<file path="src/rtl/ctrl_pkg.sv">
// Shared decode constants for the decode/control stage: opcode and funct
// codes, ALU select encodings, control-flag layout and the NOP flag bundle.
package ctrl_pkg;

  localparam logic [5:0] OP_JMP   = 6'd2;
  localparam logic [5:0] OP_RTYPE = 6'd12;
  localparam logic [5:0] OP_LW    = 6'd34;
  localparam logic [5:0] OP_SW    = 6'd35;
  localparam logic [5:0] OP_BNE   = 6'd36;
  localparam logic [5:0] OP_ADDI  = 6'd37;
  localparam logic [5:0] OP_ORI   = 6'd38;

  localparam logic [5:0] FN_ADD = 6'd32;
  localparam logic [5:0] FN_SUB = 6'd34;
  localparam logic [5:0] FN_MUL = 6'd50;

  localparam logic [1:0] ALU_SEL_ADD = 2'b00;
  localparam logic [1:0] ALU_SEL_SUB = 2'b01;
  localparam logic [1:0] ALU_SEL_OR  = 2'b11;

  // Bit positions of the flags in the low part of ctrl_out; the register
  // indices rd, rt, rs follow above CTRL_FLAG_W in that order.
  localparam int CTRL_JMP_BIT       = 0;
  localparam int CTRL_BRANCH_BIT    = 1;
  localparam int CTRL_CS_WB2_BIT    = 2;
  localparam int CTRL_WR_MEM_BIT    = 3;
  localparam int CTRL_MUX2_ALU_BIT  = 4;
  localparam int CTRL_MUL_START_BIT = 5;
  localparam int CTRL_ALU_SEL_LSB   = 6;
  localparam int CTRL_MUX_IMM_BIT   = 8;
  localparam int CTRL_WR_REG_BIT    = 9;
  localparam int CTRL_FLAG_W        = 10;

  typedef struct packed {
    logic       wr_regfile;
    logic       mux_imm;
    logic [1:0] alu_sel;
    logic       mul_start;
    logic       mux2_alu;
    logic       wr_mem;
    logic       cs_wb_2;
    logic       branch_flag;
    logic       jmp_flag;
  } ctrl_flags_t;

  localparam ctrl_flags_t CTRL_NOP_FLAGS = '{
    wr_regfile: 1'b0, mux_imm: 1'b0, alu_sel: ALU_SEL_ADD, mul_start: 1'b0,
    mux2_alu: 1'b1, wr_mem: 1'b0, cs_wb_2: 1'b0, branch_flag: 1'b0, jmp_flag: 1'b0
  };

endpackage

</file>
<file path="src/rtl/ctrl_decode.sv">
// Pure combinational instruction decoder: register fields, control flags and
// the per-instruction attributes the hazard logic needs.
module ctrl_decode
  import ctrl_pkg::*;
#(
  parameter int INSTR_W = 32,
  parameter int REG_AW  = 5
) (
  input  logic [INSTR_W-1:0]     instr,
  output logic [REG_AW-1:0]      rs,
  output logic [REG_AW-1:0]      rt,
  output logic [REG_AW-1:0]      rd,
  output logic [CTRL_FLAG_W-1:0] flags,
  output logic                   legal,
  output logic                   is_load,
  output logic                   is_store,
  output logic                   is_mul,
  output logic                   writes_reg,
  output logic                   reads_rt
);

  logic [5:0]  opcode;
  logic [5:0]  funct;
  ctrl_flags_t f;
  logic        unused_bits;

  assign opcode = instr[INSTR_W-1 -: 6];
  assign funct  = instr[5:0];
  assign rs     = instr[21 +: REG_AW];
  assign rt     = instr[16 +: REG_AW];
  // Immediate and shamt bits only travel through the fields above.
  assign unused_bits = ^instr;

  // Opcode/funct to flag bundle; anything not recognised stays a NOP.
  always_comb begin
    f        = CTRL_NOP_FLAGS;
    rd       = instr[11 +: REG_AW];
    legal    = 1'b1;
    is_load  = 1'b0;
    is_store = 1'b0;
    is_mul   = 1'b0;
    reads_rt = 1'b0;
    case (opcode)
      OP_LW: begin
        f.wr_regfile = 1'b1;
        f.mux_imm    = 1'b1;
        f.cs_wb_2    = 1'b1;
        f.alu_sel    = ALU_SEL_ADD;
        rd           = rt;
        is_load      = 1'b1;
      end
      OP_ADDI, OP_ORI: begin
        f.wr_regfile = 1'b1;
        f.mux_imm    = 1'b1;
        f.cs_wb_2    = 1'b1;
        f.alu_sel    = (opcode == OP_ORI) ? ALU_SEL_OR : ALU_SEL_ADD;
        rd           = rt;
      end
      OP_SW: begin
        f.wr_mem  = 1'b1;
        f.mux_imm = 1'b1;
        is_store  = 1'b1;
        reads_rt  = 1'b1;
      end
      OP_BNE: begin
        f.alu_sel     = ALU_SEL_SUB;
        f.branch_flag = 1'b1;
        reads_rt      = 1'b1;
      end
      OP_JMP: f.jmp_flag = 1'b1;
      OP_RTYPE: begin
        reads_rt = 1'b1;
        case (funct)
          FN_ADD: f.wr_regfile = 1'b1;
          FN_SUB: begin
            f.wr_regfile = 1'b1;
            f.alu_sel    = ALU_SEL_SUB;
          end
          FN_MUL: begin
            f.wr_regfile = 1'b1;
            f.mux2_alu   = 1'b0;
            f.mul_start  = 1'b1;
            is_mul       = 1'b1;
          end
          default: legal = 1'b0;
        endcase
      end
      default: legal = 1'b0;
    endcase
  end

  assign flags      = f;
  assign writes_reg = f.wr_regfile;

endmodule

</file>
<file path="src/rtl/control_pipe.sv">
// Registered decode/control stage between fetch and execute: one output
// register, load-use interlock, multiplier scoreboard and flush.
// Optional build macro CTRL_ILLEGAL_TRAP_EN adds the sticky `illegal` port and
// freezes intake after an undecodable instruction until reset.
module control_pipe
  import ctrl_pkg::*;
#(
  parameter int INSTR_W    = 32,
  parameter int REG_AW     = 5,
  parameter int MUL_CYCLES = 4
) (
  input  logic                          clk,
  input  logic                          rst,
  input  logic                          flush,
  input  logic                          in_valid,
  output logic                          in_ready,
  input  logic [INSTR_W-1:0]            instr,
  output logic                          out_valid,
  input  logic                          out_ready,
  output logic [3*REG_AW+CTRL_FLAG_W-1:0] ctrl_out,
  output logic                          mul_busy
`ifdef CTRL_ILLEGAL_TRAP_EN
  ,
  output logic                          illegal
`endif
);

  localparam int CNT_W = (MUL_CYCLES > 1) ? $clog2(MUL_CYCLES) : 1;
  localparam logic [CNT_W-1:0] MUL_LOAD = CNT_W'(MUL_CYCLES - 1);

  logic [REG_AW-1:0]      d_rs, d_rt, d_rd;
  logic [CTRL_FLAG_W-1:0] d_flags;
  logic d_legal, d_is_load, d_is_store, d_is_mul, d_writes_reg, d_reads_rt;

  logic [REG_AW-1:0] ld_tag;
  logic [REG_AW-1:0] mul_tag;
  logic [CNT_W-1:0]  mul_cnt;
  logic lu_hit, mul_hit, stall, accept, trap_hold;

  ctrl_decode #(.INSTR_W(INSTR_W), .REG_AW(REG_AW)) u_decode (
    .instr      (instr),
    .rs         (d_rs),
    .rt         (d_rt),
    .rd         (d_rd),
    .flags      (d_flags),
    .legal      (d_legal),
    .is_load    (d_is_load),
    .is_store   (d_is_store),
    .is_mul     (d_is_mul),
    .writes_reg (d_writes_reg),
    .reads_rt   (d_reads_rt)
  );

  assign mul_busy = (mul_cnt != '0);

  // Hazards against the pending load tag and the in-flight multiply.
  // A zero tag means "no dependency", so register 0 never stalls.
  always_comb begin
    lu_hit  = 1'b0;
    mul_hit = 1'b0;
    if (in_valid && (ld_tag != '0))
      lu_hit = (d_rs == ld_tag) || (d_reads_rt && (d_rt == ld_tag));
    if (in_valid && mul_busy)
      mul_hit = d_is_mul || d_is_load || d_is_store ||
                ((mul_tag != '0) &&
                 ((d_rs == mul_tag) || (d_reads_rt && (d_rt == mul_tag)) ||
                  (d_writes_reg && (d_rd == mul_tag))));
  end

  assign stall = lu_hit | mul_hit;

  // Handshake: a word moves on a port only in a cycle where valid and ready
  // are both high at the rising edge. in_ready may depend on in_valid/instr
  // (hazard check), while out_valid is purely registered; once out_valid is
  // high, ctrl_out stays unchanged until out_ready is seen or flush kills it.
  assign in_ready = (!out_valid || out_ready) && !stall && !flush && !trap_hold;
  assign accept   = in_valid && in_ready;

  // Output register: load on accept, drain when execute takes the word.
  always_ff @(posedge clk) begin
    if (rst) begin
      out_valid <= 1'b0;
      ctrl_out  <= {{(3*REG_AW){1'b0}}, CTRL_NOP_FLAGS};
    end else if (flush) begin
      out_valid <= 1'b0;
    end else if (accept) begin
      out_valid <= 1'b1;
      ctrl_out  <= {d_rs, d_rt, d_rd, d_flags};
    end else if (out_ready) begin
      out_valid <= 1'b0;
    end
  end

  // Load tag lives for exactly one accepted slot or one stall cycle.
  always_ff @(posedge clk) begin
    if (rst || flush)
      ld_tag <= '0;
    else if (accept)
      ld_tag <= d_is_load ? d_rd : '0;
    else if (lu_hit)
      ld_tag <= '0;
  end

  // Multiplier scoreboard; flush does not stop it because the mul already left.
  always_ff @(posedge clk) begin
    if (rst) begin
      mul_cnt <= '0;
      mul_tag <= '0;
    end else if (accept && d_is_mul) begin
      mul_cnt <= MUL_LOAD;
      mul_tag <= d_rd;
    end else if (mul_cnt != '0) begin
      mul_cnt <= mul_cnt - CNT_W'(1);
    end
  end

`ifdef CTRL_ILLEGAL_TRAP_EN
  logic illegal_q;

  // Sticky trap: an undecodable word goes out as a NOP, then intake stops.
  always_ff @(posedge clk) begin
    if (rst)
      illegal_q <= 1'b0;
    else if (accept && !d_legal)
      illegal_q <= 1'b1;
  end

  assign illegal   = illegal_q;
  assign trap_hold = illegal_q;
`else
  logic unused_legal;
  assign unused_legal = d_legal;
  assign trap_hold    = 1'b0;
`endif

endmodule

</file>
<file path="config.mk">
export PLATFORM = sky130hd
export DESIGN_NAME = control_pipe
export DESIGN_NICKNAME = d
export VERILOG_FILES = /design/src/rtl/ctrl_pkg.sv /design/src/rtl/ctrl_decode.sv /design/src/rtl/control_pipe.sv
export SDC_FILE = /design/constraint.sdc
export NUM_CORES = 1
export LEC_CHECK = 0
export CORE_MARGIN = 2
export CORE_UTILIZATION = 48
export CTS_BUF_LIST = sky130_fd_sc_hd__clkbuf_16
export CTS_CLUSTER_DIAMETER = 50
export DETAILED_ROUTE_END_ITERATION = 8
export GPL_TIMING_DRIVEN = 0
export PLACE_DENSITY = 0.89
export SYNTH_ARGS = -nofsm -noshare
export SYNTH_HDL_FRONTEND = slang
export SYNTH_SLANG_ARGS = --single-unit
</file>
<file path="constraint.sdc">
create_clock -name clk -period 3.6 [get_ports clk]
set_input_delay 0.72 -clock clk [delete_from_list [all_inputs] [get_ports clk]]
set_output_delay 0.72 -clock clk [all_outputs]
set_load 0.01 [all_outputs]
</file>
==> run_results.csv, run 1 <==
group,metric,value,unit
run_status,status,"finished, final reports clean",
detailed_routing,totalWireLength,7.59,mm
floorplan,core-area,4660,um2
worst_setup_path,required,2.88,ns
hold_path,hold_depth,2,
cts,hold_buffers,0,
grt,grt_pass1_wl,11.5,mm
placement,port-buffer-count,58,
yosys,synthesis.nets,310,
worst_setup_path,crit_type,"in2out",
cts,cts.sinks,38,
placement,hpwl,4.97,mm
timing,fin_crit,3.55,ns
floorplan,num_rows,25,
worst_setup_path,rr_worst_depth,8,
cts,cts_tree,"done",
worst_setup_path,crit_fanout,5,
final_layout,mostFrequentLayoutCell,"clkdlybuf4s50_1",
detailed_routing,remaining_drc_errors,0,
placement,gp_congestion,0.895,
yosys,seq_area_frac_synth,0.334,
timing,clock.fmax,282,MHz
final_layout,final_layout_size_suffix_gt1_frac,0.152,
timing,drv_slew,0,
floorplan,die-area,5310,um2
timing,worst_pin_slew,0.808,ns
final_layout,fillers,333,
detailed_routing,wl_per_cell,18.9,um
yosys,syn_area_per_cell,8.38,um2
worst_setup_path,r2r_slack,0.62,ns
worst_setup_path,r2r-start,"mul_tag[2]$_SDFFE_PP0P_",
detailed_routing,detail-route-antenna-nets,0,
floorplan,initial_core_util,0.489,
hold_path,whs_endpoint,"ctrl_out[3]$_SDFFE_PP0P_",
final_layout,final_cell_mix,"49 x clkdlybuf4s50_1, 38 x dfxtp_1, 26 x nand2_1, 23 x nand3_1, 23 x a21oi_1",
floorplan,pin_count,65,
worst_setup_path,end_kind,"output pin",
worst_setup_path,startpoint_type,"primary input",
grt,grt_max_degree,13,
detailed_routing,dr.pass1.iters,5,
yosys,ys_ff_latch,38,
final_layout,fin_area,3290,um2
cts,clockBufferDepth,2,
cts,clkSlewWorstSetupHoldPaths,0.06,ns
final_layout,syn2layout_area_growth,44.3,%
timing,fin_skew,0.00671,ns
yosys,yosys.area.top_type,"dfxtp_1",
power_and_ir_drop,vdd_ir_drop_max,248,uV
yosys,postSynthCellCount,272,
power_and_ir_drop,power.density,400,nW/um2
hold_path,hold_path.class,"reg2reg",
yosys,syn_area,2280,um2
power_and_ir_drop,total_power,1.31,mW
final_layout,finalNetCount,385,
yosys,synth_top_area_share,0.334,
detailed_routing,avgViaCountPerCell,6.43,
grt,grt_use_total,0.284,
detailed_routing,drtIter0Drc,340,
timing,setup_viol,0,
timing,timing.final.crit_share,0.985,
floorplan,die_x,72.9,um
yosys,synth.area.top_cells,"dfxtp_1 33%, xnor2_1 6.2%, mux2i_1 5.3%",
final_layout,antenna_cells,0,
placement,placedInstanceArea,2930,um2
cts,h-tree-depth,2,
yosys,async_flop_share,0,
floorplan,die_y,72.9,um
yosys,ys_warn_count,0,
yosys,synth_edf_count,0,
grt,grt_pass1_vias,2501,
hold_path,holdCritStartpoint,"ctrl_out[3]$_SDFFE_PP0P_",
cts,clk_latency,0.29,ns
power_and_ir_drop,power.leakage,1.28,nW
worst_setup_path,rr_endpoint,"ctrl_out[10]$_SDFFE_PP0P_",
worst_setup_path,arrival,2.83,ns
detailed_routing,via_count,2583,
run,cap_viol_max_count,0,
grt,globalRouteOverflowTotal,0,
yosys,ys_types,56,
cts,root_buffer,"clkbuf_16",
grt,antenna_found_initial,0,
cts,cts_buffers,5,
final_layout,final_util,0.706,
timing,hold_violations,0,
timing,slew_headroom,0.456,
yosys,synth_ff_type,"dfxtp_1",
-- critical path, stage by stage --
cell	delay, ns
buf_6	0.10
or3b_4	0.42
buf_4	0.17
a211o_4	0.29
a31oi_4	0.18
nor4b_4	0.07
nand4b_1	0.11
o211ai_1	0.14
a2111oi_2	0.41
buf_2	0.19
-- area by class of cell --
type	instances	area, um2	share of cell area
Buffer	18	88.8	0.0270
Clock buffer	5	125	0.0381
Clock inverter	3	63.8	0.0194
Inverter	9	33.8	0.0103
Multi-Input combinational cell	205	1480	0.449
Sequential cell	38	761	0.231
Tap cell	54	67.6	0.0205
Timing Repair Buffer	70	671	0.204
-- state kept, by name, summed over array words and instances, names as in the netlist --
name / cells
mul_cnt: 2
out_valid: 1
ld_tag: 5
ctrl_out: 25
mul_tag: 5
-- per-stage QoR --
step / hold WS [ns] / TNS, ns / setup WS (ns) / instances
after floorplan: 0.478 / 0 / 0.0433 / 272
after detailed placement: 0.457 / -2.65 / -1.19 / 384
after global routing: 0.475 / -0.0339 / -0.0339 / 402
final: 0.468 / 0 / 0.0532 / 402
after CTS: 0.466 / -0.0185 / -0.0185 / 403
after global placement: 0.455 / -1.70 / -1.16 / 384
-- cells in the mapped netlist (3+ instances only) --
master,n
clkbuf_1,12
o21ai_0,11
nand3_1,23
buf_2,3
o21ai_1,7
nor2_1,6
a211o_1,3
inv_1,9
dfxtp_1,38
buf_6,3
a31oi_1,3
xor2_1,6
a21oi_1,23
a311oi_1,5
nand2_1,26
nor3b_1,5
mux2i_1,12
nor3_1,6
mux2_2,3
or4_1,3
xnor2_1,16
nor4_1,4
a211oi_1,3
nand2b_1,6
-- worst max path at each step --
stage,start,endpoint,slack (ns),cells after the start
after floorplan,instr[30],in_ready,0.04,9
after global placement,instr[31],in_ready,-1.16,11
after detailed placement,instr[31],in_ready,-1.19,11
after CTS,instr[29],in_ready,-0.02,11
after global routing,instr[27],in_ready,-0.03,10
final,instr[30],in_ready,0.05,10
-- cell families (layout without fill, tap and decap cells) --
kind of cell               after synthesis  after routing  share of synthesized area
and+or+nand+nor                        101            101                      0.259
AOI/OAI and AO/OA                       64             64                      0.175
DFF                                     38             38                      0.334
buffers and inverters                   29            105                     0.0609
xor gates and xnor gates                24             24                     0.0988
muxes                                   15             15                     0.0675
adders and majority gates                1              1                    0.00549
-- layer usage --
| metal | vias to the layer above | track usage | part of all wire |
|---|---|---|---|
| li1 | 1131 | - | - |
| met1 | 1193 | 0.316 | 0.36 |
| met2 | 200 | 0.481 | 0.48 |
| met3 | 59 | 0.0801 | 0.097 |
| met4 | 0 | 0.171 | 0.062 |
| met5 | - | 0 | 0 |
-- repair_timing --
action | 4_1_cts | 5_1_grt
gates resized for setup | 32 | 19
setup buffers | 11 | 1
setup endpoints to repair | 1 | 1
cloned | 0 | 0
pin swaps | 4 | 4
-- power breakdown --
group          leakage, nW  internal, mW  switching (mW)
clock network       0.0915         0.395           0.176
registers            0.309         0.443          0.0124
logic                0.875         0.141           0.148
total                 1.28         0.978           0.336
(Power assumes the default switching activity.)
==> run 2: changes to the inputs <==
SKIP_LAST_GASP = 1   (was not set)
==> results of run 2 <==
The final DEF is identical to that of run 1; final timing and power are the same.
